### src/rtl/count_enable_gen_pkg.sv
// Shared definitions for the count enable generator: FSM encodings and debounce defaults.
package count_enable_gen_pkg;

   typedef enum logic [1:0] {
      IDLE = 2'd0,
      RUN  = 2'd1,
      STEP = 2'd2
   } state_t;

   localparam int unsigned DEBOUNCE_CYCLES_DEFAULT = 500000;

   // Width of a counter that must hold values 0..n-1 (n >= 2).
   function automatic int unsigned cnt_width(input int unsigned n);
      return (n <= 2) ? 1 : $clog2(n);
   endfunction

endpackage

### src/rtl/count_enable_gen_key_debounce.sv
// Raw key conditioning: 2-flop synchronizer, stable-level debouncer and rising-edge press pulse.
// After clear the key is disarmed: it must first be seen released for a full debounce
// window, so a key held through clear never produces a press.
module key_debounce
   import count_enable_gen_pkg::*;
#(
   parameter int unsigned DEBOUNCE_CYCLES = DEBOUNCE_CYCLES_DEFAULT
) (
   input  logic clock,
   input  logic clear,
   input  logic key_raw,
   output logic pressed
);

   localparam int unsigned    CNT_W    = cnt_width(DEBOUNCE_CYCLES);
   localparam logic [CNT_W-1:0] CNT_LAST = CNT_W'(DEBOUNCE_CYCLES - 1);

   logic             sync1;
   logic             sync2;
   logic             level;
   logic             armed;
   logic [CNT_W-1:0] cnt;
   logic             ref_level;
   logic             differ;
   logic             accept;

   // Bring the asynchronous key into the clock domain.
   always_ff @(posedge clock) begin
      if (clear) begin
         sync1 <= 1'b0;
         sync2 <= 1'b0;
      end else begin
         sync1 <= key_raw;
         sync2 <= sync1;
      end
   end

   // While disarmed the reference is forced high, so only a stable release is counted.
   always_comb begin
      ref_level = armed ? level : 1'b1;
      differ    = (sync2 != ref_level);
      accept    = differ && (cnt == CNT_LAST);
   end

   // Count consecutive samples that disagree with the reference; accept after a full window.
   always_ff @(posedge clock) begin
      if (clear) begin
         cnt     <= '0;
         level   <= 1'b0;
         armed   <= 1'b0;
         pressed <= 1'b0;
      end else begin
         pressed <= 1'b0;
         if (!differ) begin
            cnt <= '0;
         end else if (accept) begin
            cnt <= '0;
            if (armed) begin
               level   <= sync2;
               pressed <= sync2;
            end else begin
               armed <= 1'b1;
            end
         end else begin
            cnt <= cnt + CNT_W'(1);
         end
      end
   end

endmodule

### src/rtl/count_enable_gen.sv
// Run/stop/single-step controller producing a registered enable pulse for a counter chain.
module count_enable_gen
   import count_enable_gen_pkg::*;
#(
   parameter int unsigned PRESCALE_W      = 26,
   parameter int unsigned DEBOUNCE_CYCLES = DEBOUNCE_CYCLES_DEFAULT
) (
   input  logic                  clock,
   input  logic                  clear,
   input  logic                  key_run,
   input  logic                  key_step,
   input  logic [PRESCALE_W-1:0] divisor,
   output logic                  enable,
   output logic                  running,
   output logic [1:0]            state
);

   state_t                state_q;
   state_t                state_d;
   logic                  run_press;
   logic                  step_press;
   logic [PRESCALE_W-1:0] count;
   logic [PRESCALE_W-1:0] last;
   logic                  tick;

   key_debounce #(.DEBOUNCE_CYCLES(DEBOUNCE_CYCLES)) u_run_key (
      .clock   (clock),
      .clear   (clear),
      .key_raw (key_run),
      .pressed (run_press)
   );

   key_debounce #(.DEBOUNCE_CYCLES(DEBOUNCE_CYCLES)) u_step_key (
      .clock   (clock),
      .clear   (clear),
      .key_raw (key_step),
      .pressed (step_press)
   );

   // FSM state register.
   always_ff @(posedge clock) begin
      if (clear) state_q <= IDLE;
      else       state_q <= state_d;
   end

   // Next-state logic; run press has priority over step press in IDLE.
   always_comb begin
      state_d = state_q;
      unique case (state_q)
         IDLE: begin
            if (run_press)       state_d = RUN;
            else if (step_press) state_d = STEP;
         end
         RUN: begin
            if (run_press) state_d = IDLE;
         end
         STEP:    state_d = IDLE;
         default: state_d = IDLE;
      endcase
   end

   // Terminal count is D-1 with D = max(divisor,1); >= catches a divisor lowered mid-run.
   always_comb begin
      last = (divisor == '0) ? '0 : divisor - PRESCALE_W'(1);
      tick = (state_q == RUN) && (state_d == RUN) && (count >= last);
   end

   // Prescaler and registered enable pulse.
   always_ff @(posedge clock) begin
      if (clear) begin
         count  <= '0;
         enable <= 1'b0;
      end else begin
         enable <= tick || (state_q == STEP);
         if ((state_q != RUN) && (state_d == RUN)) begin
            count <= '0;
         end else if (tick) begin
            count <= '0;
         end else if ((state_q == RUN) && (state_d == RUN)) begin
            count <= count + PRESCALE_W'(1);
         end
      end
   end

   assign running = (state_q == RUN);
   assign state   = state_q;

endmodule

### config.mk
export PLATFORM = sky130hd
export DESIGN_NAME = count_enable_gen
export DESIGN_NICKNAME = d
export VERILOG_FILES = /design/src/rtl/count_enable_gen_pkg.sv /design/src/rtl/count_enable_gen_key_debounce.sv /design/src/rtl/count_enable_gen.sv
export SDC_FILE = /design/constraint.sdc
export NUM_CORES = 1
export LEC_CHECK = 0
export BUFFER_PORTS_ARGS = -buffer_cell sky130_fd_sc_hd__buf_2
export CAP_MARGIN = 0
export CELL_PAD_IN_SITES_DETAIL_PLACEMENT = 0
export CELL_PAD_IN_SITES_GLOBAL_PLACEMENT = 1
export CORE_MARGIN = 1
export CORE_UTILIZATION = 43
export CTS_BUF_LIST = sky130_fd_sc_hd__clkbuf_2
export DETAILED_ROUTE_END_ITERATION = 8
export HOLD_SLACK_MARGIN = 0.06
export PLACE_DENSITY_LB_ADDON = 0.1
export SYNTH_ARGS = -nofsm -noshare
export SYNTH_HDL_FRONTEND = slang
export SYNTH_SLANG_ARGS = --single-unit
### constraint.sdc
create_clock -name clock -period 3.6 [get_ports clock]
set_input_delay 0.36 -clock clock [delete_from_list [all_inputs] [get_ports clock]]
set_output_delay 0.36 -clock clock [all_outputs]
set_load 0.01 [all_outputs]
Word-level counts from Yosys, hierarchy flattened

Cells that the tools add are included.

Equal/unequal tests: 8
Multiplexer cells: 7
Shift operators: 0
Reductions and logical operators: 17
Add/subtract/negate cells: 4
$mul: 0
$lt $le $gt $ge: 1
Div/mod/pow operators: 0
Bitwise logic cells: 6

Operator list:

| operator              | count |
|---|---|
| $add 19x1->19 const B | 2 |
| $eq 19x19->1 const B  | 2 |
| $add 26x1->26 const B | 1 |
| $ge 26x26->1          | 1 |
| $logic_not 26->1      | 1 |
| $mux 26               | 1 |
| $sub 26x1->26 const B | 1 |
| $reduce_or 3->1       | 3 |
| $reduce_or 4->1       | 2 |
| $mux 2                | 3 |
| $not 1->1             | 6 |
| $reduce_and 3->1      | 2 |
| $logic_and 1x1->1     | 5 |
| $eq 2x1->1 const B    | 2 |
| $pmux 2 s2            | 1 |
| $reduce_and 2->1      | 2 |
| $eq 2x2->1 const B    | 1 |
| $logic_not 2->1       | 1 |
| $mux 1                | 2 |
| $ne 1x1->1            | 2 |
| $ne 2x1->1 const B    | 1 |
| $logic_or 1x1->1      | 1 |

Output and inout port bits: 4
Word-level logic and storage cells: 58
Bits in latches: 0
Memory bits (writable): 0
Memories kept: 0
Memory bits (read-only): 0
Register bits after elaboration: 77

Logic depth before layout (Yosys ltp)

Gate-level depths: netlist of run 1.

Depth after elaboration: 7
Mapped depth: 17
Mapped depth without buffers: 13

Cells and area by module

Synthesis of run 1 repeated with hierarchy kept, for this count alone.

Cells, all modules: 563
Area, all modules: 4,788.3 um2

Modules (own cells, without submodules):

| module           | area each (um2) | cells each | times used | sequential area each (um2) |
|---|---|---|---|---|
| count_enable_gen | 2,578.7         | 325        | 1          | 580.6 |
| key_debounce     | 1,104.8         | 119        | 2          | 480.5 |

Worst setup path after synthesis of run 1

OpenSTA, ideal clock, no wires.

Kind: input-to-reg
Start point: in divisor[0]
End point: reg count[10]
Path slack: -0.232 ns
Stages: 17
Arrival: 3.746 ns
Setup time: 0.086 ns
Cells stage by stage: inv_1 -> ha_1 -> nand2b_1 -> nor4_4 -> nand4_2 -> or4_1 -> buf_2 -> buf_6 -> nand2_1 -> ha_1 -> a21oi_1 -> o21ai_0 -> a2111o_1 -> a211o_1 -> clkbuf_1 -> clkbuf_1 -> a211oi_1

Cells in the longest elaborated chain, start to end: 5
Elaborated cells between the ends (all ways): 6
Classes of those cells: add/sub: 1; order compare: 1; mux: 1; reduce/logical: 3

RTL lines:

| what                                                     | line                   | RTL |
|---|---|---|
| start, declared                                          | count_enable_gen.sv:12 | `input logic [PRESCALE_W-1:0] divisor,` |
| $sub 26x1->26 / $logic_not 26->1 (equally long branches) | count_enable_gen.sv:64 | `last = (divisor == '0) ? '0 : divisor - PRESCALE_W'(1);` |
| $mux 26 (*)                                              | count_enable_gen.sv:64 |  |
| $ge 26x26->1 (*)                                         | count_enable_gen.sv:65 | `tick = (state_q == RUN) && (state_d == RUN) && (count >= last);` |
| $logic_and 1x1->1 (*)                                    | count_enable_gen.sv:65 |  |
| $reduce_or 3->1 (no line) (*)                            | -                      |  |
| end signal, assigned                                     | count_enable_gen.sv:80 | `count <= count + PRESCALE_W'(1);` |
| end, declared                                            | count_enable_gen.sv:22 | `logic [PRESCALE_W-1:0] count;` |

Every way passes the cells marked *; elsewhere a longest branch is shown, timed or not.
A chain may end at the register's enable or synchronous reset.

Worst setup path after layout of run 1

Start point: in divisor[1]
End point: reg count[24]

Same word-level chain as after synthesis.

==> results.ini, run 1 <==
[worst_setup_path]
slowest_stage = or4_1
cp_cell_sequence = buf_2 -> inv_12 -> ha_4 -> nand2b_4 -> nor4_4 -> nand4_2 -> or4_1 -> buf_4 -> buf_4 -> nand2_1 -> ha_1 -> a21oi_1 -> nand2_1 -> a221o_1 -> a211o_1 -> buf_4 -> a211oi_1
path_class = input pin to register
crit_buf_inv = 5
setup.worst_path.start_class = input pin
critPathCaptureType = register
path_common_cell = buf_4
path_max_fanout = 14
slowest_delay_ns = 0.55
worstPathArrival_ns = 3.83
critPathTopFamily = simple AND/OR/NAND/NOR gates
required_ns = 4.06

[clock_tree]
cts.path.max_buffers = 2
numCtsBuffers = 9
cts.clk_slew.worst_paths_ns = 0.20
root_buffer = clkbuf_2
cts.repair.resized = 0
cts_tree = built
insertion_delay_ns = 0.52
htreeDepth = 3
cts.sinks = 77

[sta]
worst_pin_slew_ns = 0.6422
timing.final.crit_period_ns = 3.367
skew_ns = 0.01679
rsz0062_at_grt = false
fin_crit_sh_pct = 93.52
hold_viol = 0
slew_headroom_pct = 57.19
setup_viol = 0
maxSlewViolCount = 0
fmax_ghz = 0.2970

[placed_design]
portBuffers = 33
place_hpwl_um = 7867
place.gp.congestion = 0.8351
dpl.cell_count = 745

[floorplan]
ioPinCount = 34
dieArea_mm2 = 0.01120
die_w_um = 105.8
coreArea_mm2 = 0.01037
die_h_um = 105.8
placementRows = 37
start_util_pct = 44.70

[pwr]
vdd_drop_max_mv = 0.1953
leakage_uw = 0.002049
power_density_mw_per_mm2 = 261.9

[global_routing]
antenna_found_initial = 0
grt.overflow.total = 0
grt_usage_pct = 20.41
grt_pass1_vias = 3977
grt_max_degree = 20
grt_pass1_wl_um = 18460

[cells_and_area]
antennaDiodeCount = 0
fin_nets = 682
areaGrowthSynthToFinish_pct = 19.35
drive_gt1_share_pct = 19.97
utilization_pct = 53.35
stdcell_count = 762

[detailed_routing]
vias_per_cell = 5.297
drtPass1Iterations = 4
vias = 4036
dr.first_iter.drc_count = 222
ant_nets = 0
wirelength_um = 10380
drc_errors = 0
avgRoutedWirePerCell_um = 13.62

[synth]
synth_seq_cells = 77
synth_warnings = 0
synth_top_area_share_pct = 33.25
synthArstFlopShare_pct = 0
synth_area_leaders = dfxtp_1 (33%), xnor2_1 (9.8%), ha_1 (8.1%), nor2_1 (5.8%), xor2_1 (5.7%)
synth.distinct_cells = 48
synth_nets = 618
yosys-top-cells-count = dfxtp_1 (77), nor2_1 (72), nand2_1 (54)
synth_area_mm2 = 0.004636
avgSynthCellArea_um2 = 8.308
yosysMostFrequentCell = dfxtp_1
syn_inst = 558
synth_ff_type = dfxtp_1
synth_edf_count = 0
yosysSeqAreaShare_pct = 33.25
synth_top_area_cell = dfxtp_1

[run]
maxCapViolCount = 0

[worst_hold_path]
min_path_type = input pin to register

[run_status]
status = finished, final reports clean

-- cell usage in the layout (no fill, tap or decap), types with 6 or more instances in the layout --
cell	count
a211oi_1	9
dfxtp_1	77
clkbuf_2	9
xnor2_1	52
a21oi_1	12
nor3_1	26
inv_1	20
buf_2	33
and4_1	8
ha_1	24
and3_1	7
nand3_1	24
ha_4	6
xor2_1	30
nand2b_1	7
nor4_1	13
nor2b_1	8
buf_4	35
a211oi_2	19
nor2_1	72
nand4_1	25
nand2_1	49
-- power by group --
part	leakage (uW)	switching (uW)	total, uW	internal [uW]
Combinational	0.00136	79.8	146	66.3
Clock	0.0000626	286	436	150
Sequential	0.000622	6.01	867	861
-- sequential cells by signal, indices dropped and copies added (netlist names), 2 cells and up --
signal and cells:
count 26, state 2, u_run_key.cnt 19, u_step_key.cnt 19
-- cell type report --
| type | instances | area (um2) |
|---|---|---|
| fill | 1022 | 4837 |
| multi-input combinational | 440 | 3133 |
| sequential | 77 | 1541 |
| timing repair buffer | 72 | 488.0 |
| tap | 136 | 170.2 |
| inverter | 22 | 100.1 |
| clock inverter | 6 | 55.05 |
| clock buffer | 9 | 45.04 |
-- worst paths after layout --
kind	from	end	slack [ns]	depth (start not counted)
worst min register to register	u_step_key.pressed	state[1]	0.45	2
worst min-delay path	clear	u_step_key.armed	0.19	2
worst max register to register	count[0]	count[24]	1.30	8
worst max-delay path	divisor[1]	count[24]	0.23	17
-- routing by layer --
layer  global-route usage, %  wire (um)
met4                   5.456         83
met1                   27.70       5211
met3                   4.329        297
met2                   32.68       4787
met5                       0          0
-- what timing repair did --
action | 4_1_cts | 5_1_grt
buffers inserted | 0 | 0
hold endpoints to repair | 2 | 0
hold buffers | 2 | 0
-- cell families (layout without fill, tap and decap cells) --
group | after synthesis | count (layout) | synth area share (%)
AND/OR/NAND/NOR | 271 | 271 | 30.82
adder cells (fa/ha/maj) | 30 | 30 | 8.097
XOR/XNOR | 82 | 82 | 15.49
buffers and inverters | 41 | 109 | 3.698
multiplexers | 3 | 3 | 0.6478
flip-flops | 77 | 77 | 33.25
AO/OA/AOI/OAI | 54 | 54 | 7.990
-- stage by stage --
| step | cell area [um2] | total power (uW) | setup slack [ns] | setup TNS, ns | hold WS [ns] |
|---|---|---|---|---|---|
| 2_1_floorplan | 4916 | 964.0 | -0.1235 | -2.533 | 0.4095 |
| 3_3_place_gp | 5413 | 1026 | -0.1924 | -3.422 | 0.4164 |
| 3_5_place_dp | 5413 | 1030 | -0.3294 | -6.905 | 0.4271 |
| 4_1_cts | 5533 | 1474 | 0.2642 | 0 | 0.1362 |
| 5_1_grt | 5533 | 1527 | 0.03276 | 0 | 0.1318 |
| 6_report | 5533 | 1449 | 0.2332 | 0 | 0.1857 |
Power figures use the tool's default switching activity.
==> inputs of run 2 (changes only) <==
- ABC_CLOCK_PERIOD_IN_PS: not set -> 3600
- RECOVER_POWER: not set -> 100
==> results.ini, run 2 (same netlist as run 1, synthesis figures left out) <==
[sta]
setup_viol = 0  ; unchanged
maxSlewViolCount = 0  ; unchanged
fin_crit_sh_pct = 93.52  ; about the same
worst_pin_slew_ns = 0.6422  ; -0.0000005960 ns
rsz0062_at_grt = false
skew_ns = 0.01731  ; +0.0005189 ns
fmax_ghz = 0.2970  ; about the same
hold_viol = 0  ; unchanged
timing.final.crit_period_ns = 3.367  ; -0.0001470 ns
slew_headroom_pct = 57.19  ; about the same
setup_ws_ns = 0.2333  ; +0.0001470 ns

[detailed_routing]
drtPass1Iterations = 4  ; unchanged
ant_nets = 0  ; unchanged
avgRoutedWirePerCell_um = 13.65  ; +0.24%
vias = 4059  ; +0.57%
dr.first_iter.drc_count = 212  ; -4.5%
vias_per_cell = 5.327  ; +0.57%
drc_errors = 0  ; unchanged
wirelength_um = 10410  ; +0.24%

[worst_setup_path]
reg2reg_slack_ns = 1.29  ; about the same
worstPathArrival_ns = 3.82  ; about the same
worstReg2RegStart = count[0]
required_ns = 4.05  ; about the same
critPathCaptureType = register
path_max_fanout = 12  ; -2
setup.worst_path.start_class = input pin
path_class = input pin to register
timing.rr.end = count[1]
worstRegToRegCells = 8  ; unchanged
worstSetupStartpoint = divisor[1]

[clock_tree]
post_cts_buffers = 0  ; unchanged
numCtsBuffers = 9  ; unchanged
insertion_delay_ns = 0.53  ; about the same
root_buffer = clkbuf_2
cts.repair.resized = 0  ; unchanged
cts.sinks = 77  ; unchanged
cts.path.max_buffers = 2  ; unchanged
htreeDepth = 3  ; unchanged
cts_tree = built
cts.clk_slew.worst_paths_ns = 0.19  ; about the same

[floorplan]
die_h_um = 105.8  ; unchanged
placementRows = 37  ; unchanged
die_w_um = 105.8  ; unchanged
start_util_pct = 44.70  ; unchanged
ioPinCount = 34  ; unchanged
dieArea_mm2 = 0.01120  ; unchanged
coreArea_mm2 = 0.01037  ; unchanged

[placed_design]
place_hpwl_um = 7867  ; unchanged
dpl_worst_slack_ns = -0.3294  ; unchanged
portBuffers = 33  ; unchanged
place.gp.congestion = 0.8351  ; unchanged

[cells_and_area]
drive_gt1_share_pct = 18.05  ; -1.9 points
multi_input_area_mm2 = 0.003098  ; -1.1%
layout_common_cells = dfxtp_1 (77), nor2_1 (72), xnor2_1 (52)
areaGrowthSynthToFinish_pct = 17.81
antennaDiodeCount = 0  ; unchanged
reg.largest.list = count x26, u_run_key.cnt x19, u_step_key.cnt x19
regMostFlops = count
fin_nets = 682  ; unchanged
final_common_cell = dfxtp_1
largest_reg_flops = 26  ; unchanged
n_fill_cell = 1030  ; +0.78%
seq_area_mm2 = 0.001541  ; unchanged

[global_routing]
grt_pass1_vias = 3977  ; unchanged
grt_pass1_wl_um = 18460  ; unchanged
grt.overflow.total = 0  ; unchanged
grt_usage_pct = 20.41  ; unchanged
antenna_found_initial = 0  ; unchanged
grt_max_degree = 20  ; unchanged

[run]
maxCapViolCount = 0  ; unchanged

[pwr]
power.total_uw = 1448  ; -0.10%
vdd_drop_max_mv = 0.1954  ; about the same
power_density_mw_per_mm2 = 265.1  ; +1.2%
leakage_uw = 0.002012  ; -1.8%

[worst_hold_path]
hold_end = u_step_key.armed
holdCritStartpoint = clear
min_path_type = input pin to register
min_path_cells = 2  ; unchanged

[run_status]
status = finished, final reports clean

## run 2: cell types whose count changed in the layout (fill, tap and decap cells not counted)
cell      previous run  this run
clkbuf_4             0         1
buf_12               2         0
clkbuf_2             9        10
a211oi_2            19        12
buf_2               33        29
buf_4               35        34
a211oi_1             9        16
clkbuf_1             0         5
## run 2: how the worst max path moves through the flow
stage | cells after the start | slack, ns | end
finish | 17 | 0.23 | count[1]
global route | 19 | 0.02 | count[9]
CTS | 16 | 0.26 | count[24]
detailed placement | 16 | -0.33 | count[24]
global placement | 16 | -0.19 | count[24]
floorplan | 17 | -0.12 | count[14]
## run 2: per-layer routing
| layer | global-route usage (%) | vias up | wire (um) |
|---|---|---|---|
| met5 | 0 | - | 0 |
| met4 | 5.456 | 0 | 147 |
| met3 | 4.329 | 14 | 303 |
| met2 | 32.68 | 45 | 4769 |
| met1 | 27.70 | 1904 | 5185 |
| li1 | - | 2096 | - |
## run 2: timing repair
action / CTS / global route
setup endpoints to repair: 0 / 0
hold buffers: 2 / 0
hold endpoints to repair: 2 / 0
## run 2: cell type report
type                    instances  share of cell area, %
clock buffers                   9                 0.8247
clock inverters                 6                  1.008
inverters                      22                  1.833
multi-input cells             440                  56.72
flip-flops and latches         77                  28.22
well taps                     136                  3.116
repair buffers                 72                  8.270
## run 2: critical path, stage by stage
cell      delay, ns
buf_2          0.15
inv_12         0.06
ha_4           0.14
nand2b_4       0.06
nor4_4         0.33
nand4_2        0.13
or4_1          0.55
buf_4          0.21
buf_4          0.17
nand2_1        0.07
ha_1           0.25
a21oi_1        0.16
nand2_1        0.07
a221o_1        0.31
a211o_1        0.29
clkbuf_4       0.21
a221oi_1       0.28
## run 2: where the power goes
part	switching [uW]	internal (uW)
logic	78.9	64.6
registers	6.02	861
clock network	287	149
total	372	1080
## run 2: through the flow
step / instance area, um2 / util (%) / std cells / hold WS (ns) / TNS, ns
finish: 5461 / 52.67 / 762 / 0.1724 / 0
global route: 5461 / 52.67 / 762 / 0.1318 / 0
CTS: 5533 / 53.35 / 762 / 0.1362 / 0
detailed placement: 5413 / 52.20 / 745 / 0.4271 / -6.905
global placement: 5413 / 52.20 / 745 / 0.4164 / -3.422
floorplan: 4916 / - / 558 / 0.4095 / -2.533
==> inputs of run 3 (changes only) <==
- ABC_CLOCK_PERIOD_IN_PS: 3600 -> 4300
- CORE_MARGIN: 1 -> 2
- CORE_UTILIZATION: 43 -> 51
- clock period: 3.6 -> 4.3 ns (I/O delays scaled with it)
==> results.ini, run 3 (same netlist as run 1, synthesis figures left out) <==
[run_status]
status = finished, final reports clean

[placed_design]
dpl.cell_count = 689  ; -7.5%
portBuffers = 33  ; unchanged
post_dp_cell_area_mm2 = 0.004915  ; -9.2%
place_hpwl_um = 7071  ; -10%
place.gp.congestion = 0.8754  ; +4.8%

[detailed_routing]
ant_nets = 0  ; unchanged
drc_errors = 0  ; unchanged
dr.first_iter.drc_count = 102  ; -52%
wirelength_um = 9481  ; -8.9%
vias_per_cell = 5.501  ; +3.3%
avgRoutedWirePerCell_um = 13.45  ; -1.5%
vias = 3878  ; -4.5%
drtPass1Iterations = 4  ; unchanged

[sta]
setup_viol = 0  ; unchanged
fin_crit_sh_pct = 89.11
hold_viol = 0  ; unchanged
worst_pin_slew_ns = 0.6703  ; +0.02811 ns
timing.final.crit_period_ns = 3.832
fin_setup_tns_ns = 0  ; unchanged
maxSlewViolCount = 0  ; unchanged
fmax_ghz = 0.2610
rsz0062_at_grt = false
skew_ns = 0.02799  ; +0.01069 ns
slew_headroom_pct = 55.31  ; -1.9 points

[run]
maxCapViolCount = 0  ; unchanged

[cells_and_area]
stdcell_count = 705  ; -7.5%
drive_gt1_share_pct = 9.883  ; -8.2 points
regMostFlops = count
fin_nets = 652  ; -4.4%
reg.largest.list = count x26, u_run_key.cnt x19, u_step_key.cnt x19
final_area_mm2 = 0.005032  ; -7.9%
layout_common_cells = dfxtp_1 (77), nor2_1 (72), nand2_1 (54)
areaGrowthSynthToFinish_pct = 8.556
antennaDiodeCount = 0  ; unchanged
largest_reg_flops = 26  ; unchanged
final_common_cell = dfxtp_1

[clock_tree]
insertion_delay_ns = 0.49  ; -0.04 ns
cts.sinks = 77  ; unchanged
cts_tree = built
cts.clk_slew.worst_paths_ns = 0.21  ; +0.02 ns
htreeDepth = 3  ; unchanged
root_buffer = clkbuf_2
cts.repair.resized = 0  ; unchanged
post_cts_buffers = 0  ; unchanged
cts.path.max_buffers = 2  ; unchanged
ctsHoldBuffers = 0  ; -2
numCtsBuffers = 9  ; unchanged

[global_routing]
grt_pass1_vias = 3657  ; -8.0%
antenna_found_initial = 0  ; unchanged
grt.overflow.total = 0  ; unchanged
grt_usage_pct = 20.53  ; +0.12 points
grt_max_degree = 26  ; +30%
grt_pass1_wl_um = 16910  ; -8.4%

[floorplan]
ioPinCount = 34  ; unchanged
start_util_pct = 52.90  ; +8.2 points
die_h_um = 99.34  ; -6.1%
placementRows = 34  ; -8.1%
die_w_um = 99.34  ; -6.1%
coreArea_mm2 = 0.008763  ; -15%
dieArea_mm2 = 0.009868  ; -12%

[pwr]
leakage_uw = 0.001854  ; -7.9%
vdd_drop_max_mv = 0.2075  ; +6.2%
power_density_mw_per_mm2 = 250.0  ; -5.7%

[worst_setup_path]
required_ns = 4.72  ; +0.67 ns
critPathCaptureType = register
path_max_fanout = 24  ; +12
path_class = input pin to register
setup.worst_path.start_class = input pin
worstPathArrival_ns = 4.25  ; +0.43 ns

[worst_hold_path]
min_path_type = input pin to register

-- run 3: metrics by stage --
stage                     setup slack, ns  hold WS [ns]  total power, uW  utilization, %
final                              0.4683        0.1373             1258           57.42
after global routing               0.1903       0.08799             1321           57.42
after CTS                          0.6605       0.06649             1281           57.62
after detailed placement           0.1012        0.4240            837.4           56.08
after global placement             0.2610        0.4161            834.3           56.08
after floorplan                    0.3981        0.4095            798.1               -
-- run 3: area by class of cell --
type / count / area, um2
multi-input combinational: 440 / 2912
sequential: 77 / 1541
fill: 860 / 3731
clock inverter: 7 / 90.09
inverter: 22 / 82.58
timing repair buffer: 42 / 226.5
tap: 108 / 135.1
clock buffer: 9 / 45.04
-- run 3: report_power, final --
group          switching (uW)  internal (uW)
combinational            55.9           39.3
sequential               5.06            721
clock                     247            189
-- run 3: worst max-delay path, cell delays in order --
cell and delay (ns):
buf_2 0.14, nor4_4 0.32, nor3b_1 0.41, nand4_2 0.24
or4_1 0.50, buf_4 0.22, nand2_1 0.08, ha_1 0.23
a211oi_1 0.21, nor2_1 0.07, a2111o_1 0.40, a211o_1 0.44
buf_4 0.26, a211oi_1 0.27
-- run 3: final timing paths --
path,from,end,slack (ns),depth (start not counted)
setup / recovery,divisor[6],count[23],0.47,14
hold / removal,key_run,u_run_key.sync1,0.14,2
setup reg to reg,count[5],count[23],1.83,7
hold reg to reg,u_step_key.pressed,state[1],0.46,2
-- run 3: layer usage --
metal,vias to the layer above,part of all wire [%],track usage [%]
met1,1793,50,28.59
li1,2039,-,-
met4,0,0.66,5.058
met3,8,2.9,5.060
met5,-,0,0
met2,38,46,32.12
